## config.mk

```make
export PLATFORM = sky130hd
export DESIGN_NAME = adder_slice_scheduler
export DESIGN_NICKNAME = d
export VERILOG_FILES = /design/src/rtl/adder_slice_scheduler.sv
export SDC_FILE = /design/constraint.sdc
export NUM_CORES = 1
export LEC_CHECK = 0
export CORE_AREA = 5 5 248 250
export CTS_BUF_LIST = sky130_fd_sc_hd__clkbuf_4
export DETAILED_ROUTE_END_ITERATION = 10
export DIE_AREA = 0 0 253 255
export PLACE_DENSITY = 0.66
export SLEW_MARGIN = 20
export SYNTH_ARGS = -nofsm -noshare
export SYNTH_HDL_FRONTEND = slang
export SYNTH_SLANG_ARGS = --single-unit
```

## constraint.sdc

```tcl
create_clock -name clk -period 4.65 [get_ports clk]
set_input_delay 0.93 -clock clk [delete_from_list [all_inputs] [get_ports clk]]
set_output_delay 0.93 -clock clk [all_outputs]
set_load 0.005 [all_outputs]
```

## src/rtl/adder_slice_scheduler.sv

```systemverilog
// adder_slice_scheduler
// Two requesters share a single B-bit ripple-carry slice. An accepted N-bit
// add/subtract is walked through the slice over S = N/B cycles. The carry
// between slices is held in a register. The finished result is then offered
// on a valid/ready port. Subtraction is done as A + ~B + 1. N must be a
// multiple of B.

module adder_slice_scheduler #(
   parameter int N = 128,
   parameter int B = 32
) (
   input  logic         clk,
   input  logic         rst_n,
   input  logic         req0_valid,
   output logic         req0_ready,
   input  logic [N-1:0] req0_a,
   input  logic [N-1:0] req0_b,
   input  logic         req0_sub,
   input  logic         req1_valid,
   output logic         req1_ready,
   input  logic [N-1:0] req1_a,
   input  logic [N-1:0] req1_b,
   input  logic         req1_sub,
   output logic         res_valid,
   input  logic         res_ready,
   output logic [N-1:0] res_sum,
   output logic         res_cout,
   output logic         res_id,
   output logic         busy
);

   localparam int S  = N / B;
   localparam int IW = (S > 1) ? $clog2(S) : 1;

   typedef enum logic [1:0] {
      IDLE = 2'd0,
      RUN  = 2'd1,
      DONE = 2'd2
   } state_e;

   state_e        state_q, state_d;
   logic [N-1:0]  a_q, a_d;
   logic [N-1:0]  b_q, b_d;       // operand B, already inverted for subtract
   logic [N-1:0]  sum_q, sum_d;
   logic          carry_q, carry_d;
   logic          cout_q, cout_d;
   logic          id_q, id_d;
   logic          ptr_q, ptr_d;   // requester served most recently
   logic [IW-1:0] idx_q, idx_d;

   logic          grant0, grant1, accept, win_id, win_sub, last_step;
   logic [N-1:0]  win_a, win_b;
   logic [B:0]    slice_s;

   // Round-robin grant: a lone requester always wins, and a tie goes to the
   // requester that was not served last.
   assign grant0 = req0_valid & (~req1_valid | ptr_q);
   assign grant1 = req1_valid & (~req0_valid | ~ptr_q);

   // The readys are mutually exclusive, so req1_ready alone names the winner.
   assign accept  = (req0_valid & req0_ready) | (req1_valid & req1_ready);
   assign win_id  = req1_ready;
   assign win_a   = win_id ? req1_a   : req0_a;
   assign win_b   = win_id ? req1_b   : req0_b;
   assign win_sub = win_id ? req1_sub : req0_sub;

   assign last_step = (idx_q == IW'(S - 1));

   // The one shared slice: the current B-bit chunk plus the carry left by the
   // chunk below it.
   assign slice_s = {1'b0, a_q[idx_q*B +: B]} + {1'b0, b_q[idx_q*B +: B]}
                  + {{B{1'b0}}, carry_q};

   assign res_sum  = sum_q;
   assign res_cout = cout_q;
   assign res_id   = id_q;

   // State register; an asynchronous reset aborts any operation in flight.
   always_ff @(posedge clk or negedge rst_n) begin
      if (!rst_n) begin
         state_q <= IDLE;
      end else begin
         // NOTE: state updates use non-blocking assignment, so every register
         // in this clock domain samples pre-edge values regardless of block
         // order.
         state_q <= state_d;
      end
   end

   // Next state: accept in IDLE, run S slice steps, then hold until consumed.
   always_comb begin
      // NOTE: defaulting every comb output first makes each path assign it,
      // so no latch can be inferred.
      state_d = state_q;
      case (state_q)
         IDLE:    if (accept)    state_d = RUN;
         RUN:     if (last_step) state_d = DONE;
         DONE:    if (res_ready) state_d = IDLE;
         default: state_d = IDLE;
      endcase
   end

   // Port handshakes decoded from the state and the arbiter.
   always_comb begin
      req0_ready = (state_q == IDLE) & grant0;
      req1_ready = (state_q == IDLE) & grant1;
      res_valid  = (state_q == DONE);
      busy       = (state_q != IDLE);
   end

   // Datapath next-state: operands are latched on acceptance, then one
   // result slice is produced per RUN cycle.
   always_comb begin
      a_d     = a_q;
      b_d     = b_q;
      sum_d   = sum_q;
      carry_d = carry_q;
      cout_d  = cout_q;
      id_d    = id_q;
      ptr_d   = ptr_q;
      idx_d   = idx_q;
      if (accept) begin
         a_d     = win_a;
         b_d     = win_b ^ {N{win_sub}};
         carry_d = win_sub;
         id_d    = win_id;
         ptr_d   = win_id;
         idx_d   = '0;
      end else if (state_q == RUN) begin
         sum_d[idx_q*B +: B] = slice_s[B-1:0];
         carry_d             = slice_s[B];
         if (last_step) begin
            cout_d = slice_s[B];
         end else begin
            idx_d = idx_q + IW'(1);
         end
      end
   end

   // Datapath registers. The reset pointer of 1 lets requester 0 win the
   // first tie.
   always_ff @(posedge clk or negedge rst_n) begin
      if (!rst_n) begin
         // NOTE: the wide operand and result registers are ordinary flops
         // rather than memories, so they are reset here and res_sum reads 0
         // straight out of reset.
         a_q     <= '0;
         b_q     <= '0;
         sum_q   <= '0;
         carry_q <= 1'b0;
         cout_q  <= 1'b0;
         id_q    <= 1'b0;
         ptr_q   <= 1'b1;
         idx_q   <= '0;
      end else begin
         a_q     <= a_d;
         b_q     <= b_d;
         sum_q   <= sum_d;
         carry_q <= carry_d;
         cout_q  <= cout_d;
         id_q    <= id_d;
         ptr_q   <= ptr_d;
         idx_q   <= idx_d;
      end
   end

endmodule

```

# Word level (Yosys, flattened, before mapping)

Index checks and enable logic that the tools add are counted.

$lt $le $gt $ge: 0
Mux-type cells: 13
Div/mod/pow operators: 0
$mul: 0
Shift operators: 4
Reduce and logical (&&, ||, !) cells: 7
Equality and inequality tests: 7
$add $sub $neg: 4
Bitwise operators: 14

Operator list:

| kind                                                    | count |
|---|---|
| two-way mux 128 bit                                     | 2 |
| variable part select 128 x 8 -> 32 bit                  | 2 |
| bitwise mux 128 bit                                     | 1 |
| variable shift 32 x 34 -> 128 bit, first input constant | 1 |
| variable part select 32 x 34 -> 128 bit                 | 1 |
| XOR 128 bit                                             | 1 |
| negation 7 -> 34 bit                                    | 1 |
| adder 32 x 32 -> 33 bit                                 | 1 |
| adder 33 x 1 -> 33 bit                                  | 1 |
| two-way mux 2 bit                                       | 6 |
| bitwise AND 1 bit                                       | 6 |
| inequality test 2 bit, second input constant            | 3 |
| one-hot mux 2 bit (3 select lines)                      | 1 |
| AND reduction 3 bit                                     | 2 |
| equality test 2 bit, second input constant              | 2 |
| inverter 1 bit                                          | 4 |
| AND reduction 2 bit                                     | 2 |
| nonzero test 2 bit                                      | 2 |
| two-way mux 1 bit                                       | 3 |
| OR 1 bit                                                | 3 |
| adder 2 x 1 -> 2 bit, second input constant             | 1 |
| equality test 2 x 1 -> 1 bit, second input constant     | 1 |
| logical NOT 2 bit                                       | 1 |
| inequality test 2 x 1 -> 1 bit, second input constant   | 1 |

ROM bits: 0
RAM bits: 0
Bits in latches: 0
Memories kept: 0
Flip-flop bits (word level): 392

# Depth between registers and ports, before layout

Gate-level depths: netlist (run 1).

Word-level depth: 8
Depth in mapped cells: 13
Mapped depth without buffers: 10

# Worst setup path before layout (run 1)

No wires, ideal clock.

Kind: reg-to-reg
From: register idx_q[0]
To: register sum_q[126] (netlist: res_sum[126])
Setup slack: 930 ps
Path buffers: 3
Cell stages (with the launch flop): 13
Data arrival time: 3599 ps
Data required time: 4529 ps
Cells stage by stage: dfrtp_1 > clkbuf_1 > clkbuf_1 > buf_2 > mux4_2 > ha_1 > and4_1 > o2111ai_1 > or3_4 > a21oi_4 > a31oi_1 > xnor2_2 > a22o_1

Word-level cells in the longest chain between the ends: 5

RTL lines:

| what                                    | line | text |
|---|---|---|
| from (decl)                             | 49   | `logic [IW-1:0] idx_q, idx_d;` |
| from (signal assigned)                  | 163  | `idx_q <= idx_d;` |
| variable part select 128 x 8 -> 32 bit  | 71   | `assign slice_s = {1'b0, a_q[idx_q*B +: B]} + {1'b0, b_q[idx_q*B +: B]}` |
| adder 32 x 32 -> 33 bit                 | 71   |  |
| adder 33 x 1 -> 33 bit                  | 72   | `+ {{B{1'b0}}, carry_q};` |
| variable part select 32 x 34 -> 128 bit | 130  | `sum_d[idx_q*B +: B] = slice_s[B-1:0];` |
| bitwise mux 128 bit *                   | 130  |  |
| to (signal assigned)                    | 158  | `sum_q <= sum_d;` |
| to (decl)                               | 44   | `logic [N-1:0] sum_q, sum_d;` |

Every way passes the cells marked *; elsewhere a longest branch is shown, timed or not.
A chain may end at the register's enable or synchronous reset.

# Final worst setup path (run 1)

From: register idx_q[1]
To: register sum_q[125] (netlist: res_sum[125])

Same word-level chain as after synthesis.

==> results of run 1 <==
[worst max-delay path: stages (launching register included)]
cell and delay [ns]:
dfrtp_4 0.68, buf_12 0.35, mux4_2 0.43, ha_1 0.42
a21oi_1 0.13, o21ai_0 0.31, o21bai_1 0.20, o21ai_1 0.37
nor4bb_1 0.14, a311oi_2 0.58, a22o_1 0.21
[registers in the layout, summed over array words and instances, names as in the netlist]
register / count
ptr_q: 1
carry_q: 1
b_q: 128
a_q: 128
res_sum: 128
res_id: 1
state_q: 2
idx_q: 2
res_cout: 1
[final timing paths]
path / end / depth (start not counted)
worst max-delay path: res_sum[125] / 10
worst min-delay path: res_sum[5] / 1
worst max register to register: res_sum[125] / 10
max in group asynchronous: res_sum[71] / 2
min in group clk: b_q[98] / 3
worst min register to register: res_id / 1
[Yosys cell counts, types with 7 or more instances]
cell type	n
a211oi_1	129
a21o_1	12
a21oi_1	167
a22o_1	100
buf_1	8
buf_2	33
buf_4	13
clkbuf_1	126
dfrtp_1	391
ha_1	37
inv_1	7
mux2i_1	131
mux4_2	64
nand2_1	189
nand4_1	16
nor2_1	161
o21ai_0	170
o21bai_1	11
xnor2_1	141
xor2_1	140
[final cells by class]
class	count	share of cell area
multi-input combinational	1544	0.375
sequential	392	0.320
timing repair buffer	691	0.228
clock buffer	162	0.0396
tap	773	0.0315
clock inverter	22	0.00404
inverter	8	0.00122
antenna	15	0.00122
[power by group through the flow]
stage / registers [mW] / clock network, mW / logic [mW]
after floorplan: 5.58 / 0 / 8.89
after CTS: 6.14 / 3.19 / 13.7
after detailed placement: 6.18 / 0 / 13.7
after global routing: 6.30 / 3.38 / 14.9
final: 6.16 / 3.12 / 13.7
after global placement: 6.15 / 0 / 13.4
[cell families after synthesis]
| kind of cell | after synthesis | synth area share |
|---|---|---|
| and+or+nand+nor | 397 | 0.0737 |
| muxes | 195 | 0.125 |
| adders and majority gates | 39 | 0.0228 |
| xor gates and xnor gates | 284 | 0.114 |
| DFF | 392 | 0.445 |
| AOI/OAI and AO/OA | 629 | 0.184 |
| buffers and inverters | 188 | 0.0361 |
[per-layer routing]
metal / up-vias / routed length (um) / GRT usage
met5: - / 13 / 0
met4: 2 / 1740 / 0.0652
met3: 117 / 6320 / 0.0543
met2: 860 / 41900 / 0.424
met1: 9687 / 36000 / 0.344
li1: 8958 / - / -
==> flow_summary.toml, run 1 <==
[synthesis]
synth_top_area_share = 0.444
netlist_area_um2 = 22000
yosys.area.top_type = "dfrtp_1"
synth_seq_area_share = 0.445
yosys_register_bits = 392
yosysUniqueCellTypes = 59
syn_avg_cell_area_um2 = 10.4
ys_warn_count = 0
synthArstFlopShare = 1.00
syn-instance-count = 2124
synth_edf_count = 0
syn_nets = 2682
synth_area_leaders = "dfrtp_1 (44%), mux4_2 (6.5%), mux2i_1 (5.9%)"
ys.flop_type = "dfrtp_1"

[layout]
multiInputGateArea_um2 = 11500
fillers = 5285
stdcell_count = 3607
final-seq-area_um2 = 9820
stdcell_area_um2 = 30700
mostFrequentLayoutCells = "clkdlybuf4s50_1 (650), dfrtp_1 (389), nand2_1 (189)"
drive_gt1_frac = 0.106
final_util = 0.522
final_common_cell = "clkdlybuf4s50_1"
nets = 3303
area_growth_pct = 39.1

[critical_path]
cp.arrival_ns = 4.79
start_kind = "flip-flop"
crit_required_ns = 5.43
r2r-start = "idx_q[1]"
r2r_slack_ns = 0.64
setup.worst_path.start = "idx_q[1]"
path_class = "flip-flop to flip-flop"
end_kind = "flip-flop"
path_max_fanout = 48

[floorplanning]
rows = 89
start_util = 0.375
die_h_um = 255
die_width_um = 253
coreArea_um2 = 58800
die_area_um2 = 64500
io_pins = 653

[cts]
cts_max_level = 3
post_cts_resized = 0
cts_hold_buf = 0
clk_pin_slew_ns = 0.07
clk_latency_ns = 0.88
cts_buffer_depth = 3
post-cts-setup-buffers = 0
clock_sinks = 392
root_buffer = "clkbuf_4"
cts_tree = "yes"
cts_buffers = 108

[hold_path]
min_path_type = "primary input to asynchronous set/reset pin"

[pwr]
p_clk_frac = 0.136
netSwitchingPower_mw = 10.9
p_per_area_nw_per_um2 = 750
sw_frac_of_total = 0.475
intPower_mw = 12.1
seqPwrFrac = 0.267
peakVddDrop_mv = 0.437
finalPower_mw = 23.0
leakagePower_nw = 12.2
combPwrFrac = 0.597

[sta]
post-route-min-period_ns = 4.01
hold_violations = 0
grt_setup_unrepaired = "no"
drv_slew = 0
tns_ns = 0
tightest_slew_ns = 1.11
finalClockSkew_ns = 0.0802
whs_ns = 0.154
timing.final.ws_setup_ns = 0.639
relSlewSlack = 0.257
post-route-period-util = 0.863
setup_viol = 0
max_freq_mhz = 249

[job]
maxCapViolCount = 0

[global_routing]
grt-ovfl-total = 0
grtUsageTotal = 0.255
grt_max_degree = 232
grt_pass1_wl_um = 126000
grt_pass1_vias = 20100
antenna_found_initial = 11

[placement]
post-place-ws_ns = 0.692
gp_congestion = 0.900
port_buffers = 652
dp_hpwl_um = 65600
placed_cells = 3408
placed_area_um2 = 29300

[route]
drtAntennaViolNets = 0
drt_first_iter_violations = 1460
drcViolationCount = 0
wirelength_um = 86100
wire_per_inst_um = 23.9
vias = 19600
dr.pass1.iters = 7
routed_via_density = 5.44

[status]
status = "finished, final reports clean"
(Power assumes the default switching activity.)
==> inputs of run 2 (changes only) <==
- CORE_AREA: 5 5 248 250 -> 5 5 253 255
- DIE_AREA: 0 0 253 255 -> 0 0 258 260
- PLACE_DENSITY: 0.66 -> not set
==> run 2 against run 1 <==
  * Sequential share of layout area down 0.057 points
  * Critical path depth unchanged
  * Fmax down 1.2%
  * Critical endpoint is now res_sum[87]
  * Global-route usage up 0.49 points
  * Combinational power about the same
  * Register-to-register slack worse by 0.05 ns
  * Utilization down 2.1 points
  * Final area up 0.18%
  * Hold slack worse by 0.058 ns
  * Wire length up 5.0%
==> flow_summary.toml, run 2 (synthesis gave the netlist of run 1 again) <==
[layout]
mostFrequentLayoutCells = "clkdlybuf4s50_1 (650), dfrtp_1 (389), nand2_1 (189)"
area_growth_pct = 39.4
nets = 3301
stdcell_count = 3636
stdcell_area_um2 = 30700
drive_gt1_frac = 0.105
final_common_cell = "clkdlybuf4s50_1"

[cts]
cts_hold_buf = 0
clk_latency_ns = 0.95
clock_sinks = 392
cts_buffer_depth = 3
cts_max_level = 3
root_buffer = "clkbuf_4"
cts_buffers = 112
cts_tree = "yes"
post_cts_resized = 0
clk_pin_slew_ns = 0.07
post-cts-setup-buffers = 0

[route]
wire_per_inst_um = 24.9
drtAntennaViolNets = 0
wirelength_um = 90400
drt_first_iter_violations = 1369
vias = 19600
dr.pass1.iters = 5
drcViolationCount = 0
routed_via_density = 5.39

[critical_path]
start_kind = "flip-flop"
path_max_fanout = 44
cp.arrival_ns = 4.85
crit_slowest_cell = "mux4_2"
worstPathBufferInverterCount = 1
path_class = "flip-flop to flip-flop"
end_kind = "flip-flop"
crit_required_ns = 5.44
path_delay_family = "simple AND/OR/NAND/NOR gates"
cp_cell_sequence = "buf_12 -> mux4_2 -> ha_1 -> nand2_1 -> nor4_1 -> o21ai_1 -> nand3b_1 -> a21boi_0 -> xnor2_1 -> a22o_1"
slowest_delay_ns = 0.64

[pwr]
peakVddDrop_mv = 0.395
leakagePower_nw = 12.2
p_per_area_nw_per_um2 = 753

[placement]
gp_congestion = 0.901
post-place-ws_ns = 0.635
dp_hpwl_um = 69200
placed_area_um2 = 29200
placed_cells = 3419
port_buffers = 652

[sta]
post-route-period-util = 0.873
tns_ns = 0
timing.final.ws_setup_ns = 0.590
relSlewSlack = 0.248
hold_violations = 0
post-route-min-period_ns = 4.06
drv_slew = 0
max_freq_mhz = 246
tightest_slew_ns = 1.13
finalClockSkew_ns = 0.0983
grt_setup_unrepaired = "no"
setup_viol = 0

[global_routing]
antenna_found_initial = 19
grt_pass1_wl_um = 132000
grt-ovfl-total = 0
grt_pass1_vias = 20400
grt_max_degree = 206
grtUsageTotal = 0.260

[floorplanning]
die_width_um = 258
io_pins = 653
die_h_um = 260
rows = 91
die_area_um2 = 67100
coreArea_um2 = 61400
start_util = 0.359

[job]
maxCapViolCount = 0

[hold_path]
min_path_type = "primary input to asynchronous set/reset pin"

[status]
status = "finished, final reports clean"
run 2: per-stage QoR:
step | hold WS (ns) | utilization | power (mW)
4_1_cts | 0.0711 | 0.500 | 23.3
3_3_place_gp | 0.467 | 0.476 | 19.6
3_5_place_dp | 0.476 | 0.476 | 19.8
5_1_grt | 0.0981 | 0.501 | 24.8
6_report | 0.0960 | 0.501 | 23.1
2_1_floorplan | 0.473 | - | 14.5
run 2: final cells by class:
cell class	instances	area, um2
diodes	16	40.0
clock buffers	160	1200
clock inverters	41	262
fillers	5635	30600
inverters	8	37.5
multi-input cells	1544	11500
flip-flops and latches	392	9820
well taps	790	988
repair buffers	685	6900
run 2: layer usage:
metal	routed length, um	vias up	global-route usage
met5	94	-	0
li1	-	9010	-
met4	1880	14	0.0644
met2	42900	823	0.421
met1	38700	9600	0.351
met3	6830	142	0.0685
run 2: path summary, 6_finish.rpt:
path | cells past startpoint | from | to | slack [ns]
setup / recovery | 10 | idx_q[0] | res_sum[87] | 0.59
hold / removal | 1 | rst_n | a_q[36] | 0.1
setup reg to reg | 10 | idx_q[0] | res_sum[87] | 0.59
hold reg to reg | 1 | res_id | res_id | 0.49
max in group asynchronous | 2 | rst_n | b_q[38] | 3.40
min in group clk | 1 | res_id | res_id | 0.49
run 2: where the power goes:
group | leakage (nW) | internal, mW | switching, mW
registers | 4.90 | 4.95 | 1.44
logic | 6.48 | 5.45 | 7.95
clock network | 0.866 | 1.75 | 1.59
total | 12.2 | 12.2 | 11.0
run 2: worst reg2reg max path, stage by stage (launching register included):
cell and delay, ns:
dfrtp_4 0.60, buf_12 0.38, mux4_2 0.69, ha_1 0.49
nand2_1 0.18, nor4_1 0.30, o21ai_1 0.19, nand3b_1 0.23
a21boi_0 0.17, xnor2_1 0.50, a22o_1 0.21
==> edit, RTL diff (settings of run 2) <==
Change the parameter `B` from 32 to 64.
--- a/src/rtl/adder_slice_scheduler.sv
+++ b/src/rtl/adder_slice_scheduler.sv
@@ -8,5 +8,5 @@
 module adder_slice_scheduler #(
    parameter int N = 128,
-   parameter int B = 32
+   parameter int B = 64
 ) (
    input  logic         clk,
Behaviour: not the same (a bounded check fails within 4 cycles, from zero or initial values and one cycle with rst_n low).
==> edit against run 2 <==
Final cell count is 16% higher; sequential cell count is 1 lower; cell area is 5.5% higher; synthesized area is 8.3% higher; setup slack worse by 0.30 ns; routed wire length is 2.7% higher; sequential power is 3% higher; utilization is 2.8 points higher; power is 23% higher; critical path type unchanged; critical endpoint is now res_sum[48]; highest routed layer is now met4.
==> edit: results <==
group,metric,value,unit
outcome,status,"finished, final reports clean",
detailed_routing,routedWlPerCell,22.09,um
cells_and_area,fillers,5827,
cells_and_area,fin_nets,3907,
synthesis,synth_common_cells,"454 x nand2_1, 390 x dfrtp_1, 302 x nor2_1, 226 x a21oi_1, 171 x clkbuf_1",
synthesis,synthesis.nets,3329,
synthesis,synth.area.top_cells,"dfrtp_1 41%, nand2_1 7.1%, mux2_2 6.0%",
detailed_routing,drt_iter0_markers,1404,
synthesis,ys_seq_area_share,40.98,%
sta,fin_skew,0.07237,ns
clocking,clk_latency,0.90,ns
detailed_routing,viasPerCell,5.429,
placed_design,dpl-instance-area,0.03098,mm2
power_and_ir_drop,vdd_drop_max,0.4937,mV
grt,grt_max_degree,197,
grt,grt_usage,26.70,%
critical_path,cp_slowest_stage_delay,0.47,ns
critical_path,path_max_fanout,54,
detailed_routing,topRoutingLayerUsed,"met4",
synthesis,yosysMostFrequentCell,"nand2_1",
critical_path,reg2reg_slack,0.29,ns
critical_path,worstPathArrival,5.08,ns
detailed_routing,wl_met1,39140,um
placed_design,gp_congestion,0.9075,
detailed_routing,drt_pass1_iterations,7,
power_and_ir_drop,leakage,13.40,nW
synthesis,synth-compound-area-share,19.28,%
detailed_routing,met2_length,45240,um
grt,grt_first_pass_wirelength,140700,um
synthesis,ys_types,77,
synthesis,synth_xor_area_share,11.52,%
critical_path,critical_path.top_delay_family,"compound AO/OA/AOI/OAI gates",
## edit: power by group through the flow
| stage | Combinational [mW] | Sequential (mW) | Clock (mW) |
|---|---|---|---|
| finish | 18.7 | 6.55 | 3.28 |
| global route | 20.5 | 6.72 | 3.56 |
| CTS | 18.6 | 6.56 | 3.38 |
| detailed placement | 18.5 | 6.60 | 0 |
| global placement | 18.2 | 6.62 | 0 |
| floorplan | 12.2 | 5.98 | 0 |
## edit: worst paths after layout
path,cells after the start,to,start
max,13,res_sum[48],idx_q
min,1,a_q[80],rst_n
max reg2reg,13,res_sum[48],idx_q
min reg2reg,2,ptr_q,ptr_q
max in group asynchronous,2,b_q[2],rst_n
min in group clk,2,ptr_q,ptr_q
## edit: through the flow
step	hold slack [ns]	instances	worst slack (ns)
after floorplan	0.4436	2745	0.6611
after global placement	0.4546	4000	0.3529
after detailed placement	0.4621	4000	0.2652
after CTS	0.1151	4196	0.2668
after global routing	0.1731	4204	0.07000
final	0.1646	4204	0.2855
## edit: cells by family after synthesis
group / count (synthesis)
mux: 130
compound gates: 752
xor+xnor: 314
simple gates: 861
buf+inv: 232
flops: 391
fa+ha+maj: 65
## edit: final cells by class
cell class                 instances  area (um2)  area share [%]
multi-input combinational       2122       13250           40.85
sequential                       391        9789           30.18
timing repair buffer             676        6888           21.24
clock buffer                     167        1254           3.865
tap                              790       988.4           3.047
clock inverter                    29       157.7          0.4860
inverter                          21       88.84          0.2739
antenna                            8       20.02         0.06172
## edit: metal layers
| metal | vias to the layer above | track usage (%) |
|---|---|---|
| li1 | 10766 | - |
| met1 | 11099 | 34.48 |
| met2 | 788 | 45.16 |
| met3 | 170 | 5.282 |
| met4 | 0 | 8.885 |
| met5 | - | 0 |
## edit: timing repair
action | 4_1_cts | 5_1_grt
endpoints found under the setup margin | 0 | 3
hold buffers | 0 | 0
resized for setup | 0 | 2
